$ cat src/rtl/fft_mag_stream_if.sv
// Stream bundle for fft_mag_stream: complex-bin input, magnitude output and frame-peak report.
interface fft_mag_stream_if #(
  parameter int unsigned IN_W  = 16,
  parameter int unsigned OUT_W = 8,
  parameter int unsigned IW    = 2
);
  logic                    in_valid;
  logic                    in_ready;
  logic signed [IN_W-1:0]  in_real;
  logic signed [IN_W-1:0]  in_imag;
  logic [1:0]              mode;
  logic                    out_valid;
  logic                    out_ready;
  logic [OUT_W-1:0]        out_mag;
  logic [IW-1:0]           out_idx;
  logic                    out_last;
  logic                    peak_valid;
  logic [OUT_W-1:0]        peak_mag;
  logic [IW-1:0]           peak_idx;

  modport master (
    output in_valid, in_real, in_imag, mode, out_ready,
    input  in_ready, out_valid, out_mag, out_idx, out_last, peak_valid, peak_mag, peak_idx
  );

  modport slave (
    input  in_valid, in_real, in_imag, mode, out_ready,
    output in_ready, out_valid, out_mag, out_idx, out_last, peak_valid, peak_mag, peak_idx
  );
endinterface

$ cat src/rtl/fft_mag_stream.sv
// Streaming alpha-max-plus-beta-min magnitude (3-stage, globally stalled) with per-frame peak tracking.
module fft_mag_stream #(
  parameter int unsigned IN_W  = 16,
  parameter int unsigned OUT_W = 8,
  parameter int unsigned NBINS = 4
) (
  input  logic              clk,
  input  logic              rst_n,
  fft_mag_stream_if.slave   bus
);
  localparam int unsigned IW = (NBINS > 2) ? $clog2(NBINS) : 1;
  localparam int unsigned SW = IN_W + 1;
  localparam logic [IW-1:0] LAST_IDX = IW'(NBINS - 1);

  function automatic logic [IN_W-1:0] abs_val(input logic [IN_W-1:0] x);
    return (x ^ {IN_W{x[IN_W-1]}}) + IN_W'(x[IN_W-1]);
  endfunction

  logic             w_en, w_acc, w_hs;
  logic [1:0]       w_mode;
  logic [IW-1:0]    r_in_cnt;
  logic [1:0]       r_mode_q;

  logic             r_v1, r_v2, r_v3;
  logic [IN_W-1:0]  r_are, r_aim, r_max, r_min;
  logic [IW-1:0]    r_idx1, r_idx2, r_idx;
  logic [1:0]       r_mode1, r_mode2;
  logic [OUT_W-1:0] r_mag;
  logic             r_last;

  logic [SW-1:0]    w_mx, w_mn, w_sum;
  logic [OUT_W-1:0] w_mag;
  logic             w_unused;

  logic             w_take;
  logic [OUT_W-1:0] w_pk_mag;
  logic [IW-1:0]    w_pk_idx;
  logic [OUT_W-1:0] r_run_mag, r_peak_mag;
  logic [IW-1:0]    r_run_idx, r_peak_idx;
  logic             r_pvalid;

  assign w_en   = !r_v3 || bus.out_ready;
  assign w_acc  = bus.in_valid && w_en;
  assign w_hs   = r_v3 && bus.out_ready;
  assign w_mode = (r_in_cnt == '0) ? bus.mode : r_mode_q;

  // Stage-3 combine in IN_W+1 bits, then saturate and keep the top OUT_W bits.
  assign w_mx = SW'(r_max);
  assign w_mn = SW'(r_min);
  always_comb begin
    w_sum = '0;
    case (r_mode2)
      2'd0:    w_sum = w_mx + (w_mn >> 1);
      2'd1:    w_sum = w_mx + (w_mn >> 2);
      2'd2:    w_sum = (w_mx - (w_mx >> 4)) + ((w_mn >> 1) - (w_mn >> 5));
      default: w_sum = w_mx + w_mn;
    endcase
  end
  assign w_mag    = w_sum[IN_W] ? {OUT_W{1'b1}} : w_sum[IN_W-1 -: OUT_W];
  assign w_unused = ^w_sum;

  // Bin 0 always reloads the running peak; later bins replace it only on a strict increase.
  assign w_take   = (r_idx == '0) || (r_mag > r_run_mag);
  assign w_pk_mag = w_take ? r_mag : r_run_mag;
  assign w_pk_idx = w_take ? r_idx : r_run_idx;

  always_ff @(posedge clk) begin
    if (!rst_n) begin
      r_in_cnt   <= '0;
      r_mode_q   <= '0;
      r_v1       <= 1'b0;
      r_v2       <= 1'b0;
      r_v3       <= 1'b0;
      r_are      <= '0;
      r_aim      <= '0;
      r_max      <= '0;
      r_min      <= '0;
      r_idx1     <= '0;
      r_idx2     <= '0;
      r_idx      <= '0;
      r_mode1    <= '0;
      r_mode2    <= '0;
      r_mag      <= '0;
      r_last     <= 1'b0;
      r_run_mag  <= '0;
      r_run_idx  <= '0;
      r_peak_mag <= '0;
      r_peak_idx <= '0;
      r_pvalid   <= 1'b0;
    end else begin
      if (w_acc) begin
        r_in_cnt <= (r_in_cnt == LAST_IDX) ? '0 : r_in_cnt + IW'(1);
        if (r_in_cnt == '0) r_mode_q <= bus.mode;
      end
      if (w_en) begin
        r_v1 <= w_acc;
        r_v2 <= r_v1;
        r_v3 <= r_v2;
        if (w_acc) begin
          r_are   <= abs_val(bus.in_real);
          r_aim   <= abs_val(bus.in_imag);
          r_idx1  <= r_in_cnt;
          r_mode1 <= w_mode;
        end
        if (r_v1) begin
          r_max   <= (r_are > r_aim) ? r_are : r_aim;
          r_min   <= (r_are > r_aim) ? r_aim : r_are;
          r_idx2  <= r_idx1;
          r_mode2 <= r_mode1;
        end
        if (r_v2) begin
          r_mag  <= w_mag;
          r_idx  <= r_idx2;
          r_last <= (r_idx2 == LAST_IDX);
        end
      end
      r_pvalid <= w_hs && r_last;
      if (w_hs) begin
        r_run_mag <= w_pk_mag;
        r_run_idx <= w_pk_idx;
        if (r_last) begin
          r_peak_mag <= w_pk_mag;
          r_peak_idx <= w_pk_idx;
        end
      end
    end
  end

  assign bus.in_ready   = w_en;
  assign bus.out_valid  = r_v3;
  assign bus.out_mag    = r_mag;
  assign bus.out_idx    = r_idx;
  assign bus.out_last   = r_last;
  assign bus.peak_valid = r_pvalid;
  assign bus.peak_mag   = r_peak_mag;
  assign bus.peak_idx   = r_peak_idx;
endmodule

$ cat src/flat_wrapper.sv
// flat-port wrapper written by rule: the top's interface ports become plain ports
module fft_mag_stream_flat 
#(
  parameter int unsigned IN_W  = 16,
  parameter int unsigned OUT_W = 8,
  parameter int unsigned NBINS = 4
)
  (clk, rst_n, bus_in_valid, bus_in_real, bus_in_imag, bus_mode, bus_out_ready, bus_in_ready, bus_out_valid, bus_out_mag, bus_out_idx, bus_out_last, bus_peak_valid, bus_peak_mag, bus_peak_idx);
  fft_mag_stream_if #(.IN_W(IN_W), .OUT_W(OUT_W), .IW(2)) bus_i ();
  input  logic clk;
  input  logic rst_n;
  input wire logic [$bits(bus_i.in_valid)-1:0] bus_in_valid;
  input wire logic [$bits(bus_i.in_real)-1:0] bus_in_real;
  input wire logic [$bits(bus_i.in_imag)-1:0] bus_in_imag;
  input wire logic [$bits(bus_i.mode)-1:0] bus_mode;
  input wire logic [$bits(bus_i.out_ready)-1:0] bus_out_ready;
  output wire logic [$bits(bus_i.in_ready)-1:0] bus_in_ready;
  output wire logic [$bits(bus_i.out_valid)-1:0] bus_out_valid;
  output wire logic [$bits(bus_i.out_mag)-1:0] bus_out_mag;
  output wire logic [$bits(bus_i.out_idx)-1:0] bus_out_idx;
  output wire logic [$bits(bus_i.out_last)-1:0] bus_out_last;
  output wire logic [$bits(bus_i.peak_valid)-1:0] bus_peak_valid;
  output wire logic [$bits(bus_i.peak_mag)-1:0] bus_peak_mag;
  output wire logic [$bits(bus_i.peak_idx)-1:0] bus_peak_idx;
  assign bus_i.in_valid = bus_in_valid;
  assign bus_i.in_real = bus_in_real;
  assign bus_i.in_imag = bus_in_imag;
  assign bus_i.mode = bus_mode;
  assign bus_i.out_ready = bus_out_ready;
  assign bus_in_ready = bus_i.in_ready;
  assign bus_out_valid = bus_i.out_valid;
  assign bus_out_mag = bus_i.out_mag;
  assign bus_out_idx = bus_i.out_idx;
  assign bus_out_last = bus_i.out_last;
  assign bus_peak_valid = bus_i.peak_valid;
  assign bus_peak_mag = bus_i.peak_mag;
  assign bus_peak_idx = bus_i.peak_idx;
  fft_mag_stream #(.IN_W(IN_W), .OUT_W(OUT_W), .NBINS(NBINS)) u_core (.clk(clk), .rst_n(rst_n), .bus(bus_i));
endmodule
$ cat config.mk
export PLATFORM = sky130hd
export DESIGN_NAME = fft_mag_stream_flat
export DESIGN_NICKNAME = d
export VERILOG_FILES = /design/src/rtl/fft_mag_stream_if.sv /design/src/rtl/fft_mag_stream.sv /design/src/flat_wrapper.sv
export SDC_FILE = /design/constraint.sdc
export NUM_CORES = 1
export LEC_CHECK = 0
export CORE_ASPECT_RATIO = 0.9
export CORE_MARGIN = 2
export CORE_UTILIZATION = 24
export CTS_CLUSTER_DIAMETER = 30
export DETAILED_ROUTE_END_ITERATION = 10
export PLACE_DENSITY = 0.4
export SYNTH_ARGS = -nofsm -noshare
export SYNTH_HDL_FRONTEND = slang
export SYNTH_SLANG_ARGS = --single-unit
$ cat constraint.sdc
create_clock -name clk -period 12.1 [get_ports clk]
set_input_delay 1.21 -clock clk [delete_from_list [all_inputs] [get_ports clk]]
set_output_delay 1.21 -clock clk [all_outputs]
set_load 0.03 [all_outputs]
==> results.yml <==
sta:
  setup-violations-final: 0
  relSlewSlack: 0.258
  tightest_slew_ns: 1.11
  report.final.hold_viol_count: 0
  finalSetupTns_ns: 0
  hold_ws_ns: 0.471
  timing.final.crit_share: 0.423
  rsz0062_at_grt: "false"
  final.min_clock_period_ns: 5.12
  max_freq_mhz: 195
  fin_ws_ns: 6.98
  clock_skew_ns: 0.0261
  finalMaxSlewViolations: 0
logic_synthesis:
  syn_area_per_cell_um2: 8.11
  synth-seq-cells: 109
  ys.flop_type: "dfxtp_1"
  ys_types: 69
  yosys_warnings: 0
  netlist_area_um2: 8280
  synth_top_area_frac: 0.263
  synth_top_area_cell: "dfxtp_1"
  ys_seq_area_frac: 0.263
  postSynth.asyncResetShare: 0
  synth_edf_count: 0
  syn_nets: 1148
  ys_top_cells_by_area: "dfxtp_1 26%, ha_1 11%, mux2i_1 7.9%"
  postSynthCellCount: 1022
power_and_ir_drop:
  p_int_uw: 771
  pwr-share-comb: 0.411
  power.static_leakage_uw: 0.00370
  power.share.switching: 0.380
  seq_power_share: 0.326
  pwr-share-clk: 0.263
  power.switching_uw: 474
  pwr_density_cell_nw_per_um2: 129
  total_power_uw: 1250
  irDropWorstVdd_uv: 64.5
clock_tree:
  cts_buffers: 9
  htree_levels: 3
  cts_tree: "done"
  cts_buffer_depth: 2
  clk-insertion-delay-late_ns: 0.37
  cts_resized: 0
  clk_pin_slew_ns: 0.10
  clockRootBuffer: "clkbuf_16"
  cts_sinks: 109
  postCtsHoldBufs: 0
  post-cts-setup-buffers: 0
global_routing:
  grt_overflow: 0
  grt_pass1_wl_mm: 36.0
  grt_max_degree: 120
  gr-usage-all-layers: 0.124
  antenna_found_initial: 0
  grt_pass1_vias: 6847
finish:
  fillers: 3736
  design_area_um2: 9650
  drive_above_1_share: 0.0408
  syn_to_final_growth_pct: 16.4
  layout.nets: 1175
  diodes: 0
die:
  io-pin-count: 62
  fp.coreArea_um2: 34000
  die_area_um2: 36000
  num_rows: 64
  start_util: 0.243
  fp.dieH_um: 180
  die_x_um: 200
worst_setup_path:
  critPathMaxFanout: 7
  critPathKind: "flip-flop to flip-flop"
  worstPathRequired_ns: 12.40
  critPathLaunchType: "flip-flop"
  cp-end-kind: "flip-flop"
  cp.arrival_ns: 5.42
place:
  dpl_cell_area_um2: 9330
  port_buffers: 61
  gp_routability_congestion: 0.732
  dp_hpwl_mm: 16.2
  dp_slack_ns: 6.96
route:
  drt_wl_total_mm: 21.2
  dr.pass1.iters: 4
  drc_errors: 0
  drtIter0Drc: 345
  via_count: 6890
  drtAntennaViolNets: 0
  routedWlPerCell_um: 14.0
  via_per_inst: 4.54
outcome:
  outcome: "complete, no violations"
job:
  maxCapViolCount: 0
hold_path:
  hold_path_class: "flip-flop to flip-flop"
-- flip-flops by register name, indices dropped and copies added, names as in the netlist, 8 cells and up, named ones only --
name,flops
u_core.r_aim,16
u_core.r_run_mag,8
u_core.r_are,16
u_core.r_max,16
u_core.bus.out_mag,8
u_core.bus.peak_mag,8
u_core.r_min,16
-- per-stage QoR --
step            util  instances
4_1_cts        0.283       1516
3_5_place_dp   0.274       1500
5_1_grt        0.283       1516
2_1_floorplan      -       1022
3_3_place_gp   0.274       1500
6_report       0.283       1516
-- power groups by stage --
stage          Clock [uW]  Combinational (uW)  Sequential (uW)
5_1_grt               355                 587              410
3_3_place_gp            0                 516              414
2_1_floorplan           0                 401              406
6_report              328                 512              405
4_1_cts               341                 519              406
3_5_place_dp            0                 515              415
-- logic make-up (layout without fill, tap and decap cells) --
family	count (synthesis)	in the layout	synth area share
AO/OA/AOI/OAI	296	296	0.224
XOR/XNOR	62	62	0.0655
adder cells (fa/ha/maj)	88	88	0.144
buffers and inverters	129	161	0.0600
flip-flops	109	109	0.263
multiplexers	68	68	0.0826
AND/OR/NAND/NOR	270	270	0.161
-- cell type report --
cell class,count,area (um2),area share
repair buffers,69,666,0.0690
well taps,462,578,0.0599
inverters,76,285,0.0296
flip-flops and latches,109,2180,0.226
multi-input cells,784,5610,0.582
clock buffers,9,225,0.0233
clock inverters,7,96.3,0.00999
-- worst paths after layout --
| check | cells past startpoint | from | endpoint | slack (ns) |
|---|---|---|---|---|
| setup reg to reg | 22 | u_core.r_min[5]$_SDFFE_PN0P_ | u_core.bus.out_mag[0]$_SDFFE_PN0P_ | 6.98 |
| hold reg to reg | 2 | u_core.r_run_idx[0]$_SDFFE_PN0P_ | u_core.r_run_idx[0]$_SDFFE_PN0P_ | 0.47 |
| hold / removal | 2 | u_core.r_run_idx[0]$_SDFFE_PN0P_ | u_core.r_run_idx[0]$_SDFFE_PN0P_ | 0.47 |
| setup / recovery | 22 | u_core.r_min[5]$_SDFFE_PN0P_ | u_core.bus.out_mag[0]$_SDFFE_PN0P_ | 6.98 |
-- metal layers --
layer | part of all wire | GRT usage | vias to the layer above
met2 | 0.42 | 0.187 | 70
met4 | 0.0087 | 0.0279 | 0
met3 | 0.023 | 0.0131 | 11
met1 | 0.55 | 0.186 | 3141
li1 | - | - | 3668
met5 | 0 | 0 | -
-- layout by cell type, fill, tap and decap left out, types with 6 or more instances in the layout --
| cell type | instances |
|---|---|
| nor2b_1 | 13 |
| o211a_1 | 14 |
| and2_1 | 14 |
| fa_1 | 12 |
| nand2_1 | 116 |
| a21boi_0 | 22 |
| xnor2_1 | 48 |
| mux2i_1 | 65 |
| nand3_1 | 28 |
| clkbuf_16 | 9 |
| ha_1 | 76 |
| o21ai_0 | 99 |
| nand2b_1 | 8 |
| a211oi_1 | 6 |
| dfxtp_1 | 109 |
| o21a_1 | 12 |
| a21oi_1 | 89 |
| a31oi_1 | 10 |
| inv_1 | 76 |
| a21o_1 | 11 |
| nor2_1 | 26 |
| or3_1 | 9 |
| xor2_1 | 14 |
| clkdlybuf4s50_1 | 60 |
| nor3_1 | 13 |
| and3_1 | 6 |
| nand4_1 | 9 |
| buf_4 | 8 |
-- cell usage after synthesis (2+ instances only) --
master	instances
and3_1	6
nand2_1	116
nand3b_1	3
a31oi_1	10
and4_1	2
inv_1	76
nor4b_1	3
o41ai_1	2
xor2_1	14
ha_1	76
and2_1	15
clkbuf_1	47
nor3_1	13
and4b_1	3
o31ai_1	3
o21ai_0	99
o32ai_1	2
o211a_1	14
a41oi_1	2
nor2b_1	13
or2_2	3
o2bb2ai_1	2
mux2_2	3
nand2b_1	8
a21oi_1	89
a211oi_1	6
or3_1	9
o22ai_1	3
mux2i_1	65
nor2_1	26
buf_2	4
a21o_1	11
xnor2_1	48
a2bb2oi_1	2
o21a_1	12
dfxtp_1	109
fa_1	12
o31a_1	2
nand4_1	9
nor4_1	3
nand3_1	28
a21boi_0	22
-- worst max-delay path, cell delays in order, from the launching register on --
cell and delay (ns):
dfxtp_1 0.44, ha_1 0.20, inv_1 0.05, fa_1 0.39, a21o_1 0.19, a21oi_1 0.21, nor2b_1 0.07, o21a_1 0.19
o311ai_0 0.45, a31oi_1 0.23, nor3_1 0.22, xnor2_1 0.10, ha_1 0.29, inv_1 0.04, ha_1 0.36, a21oi_1 0.17
nor2b_1 0.07, or2_2 0.28, a21o_1 0.19, a221oi_1 0.34, xnor2_1 0.14, a31o_4 0.27, a31oi_1 0.13
Note: power is estimated with default switching activity, not from simulation.
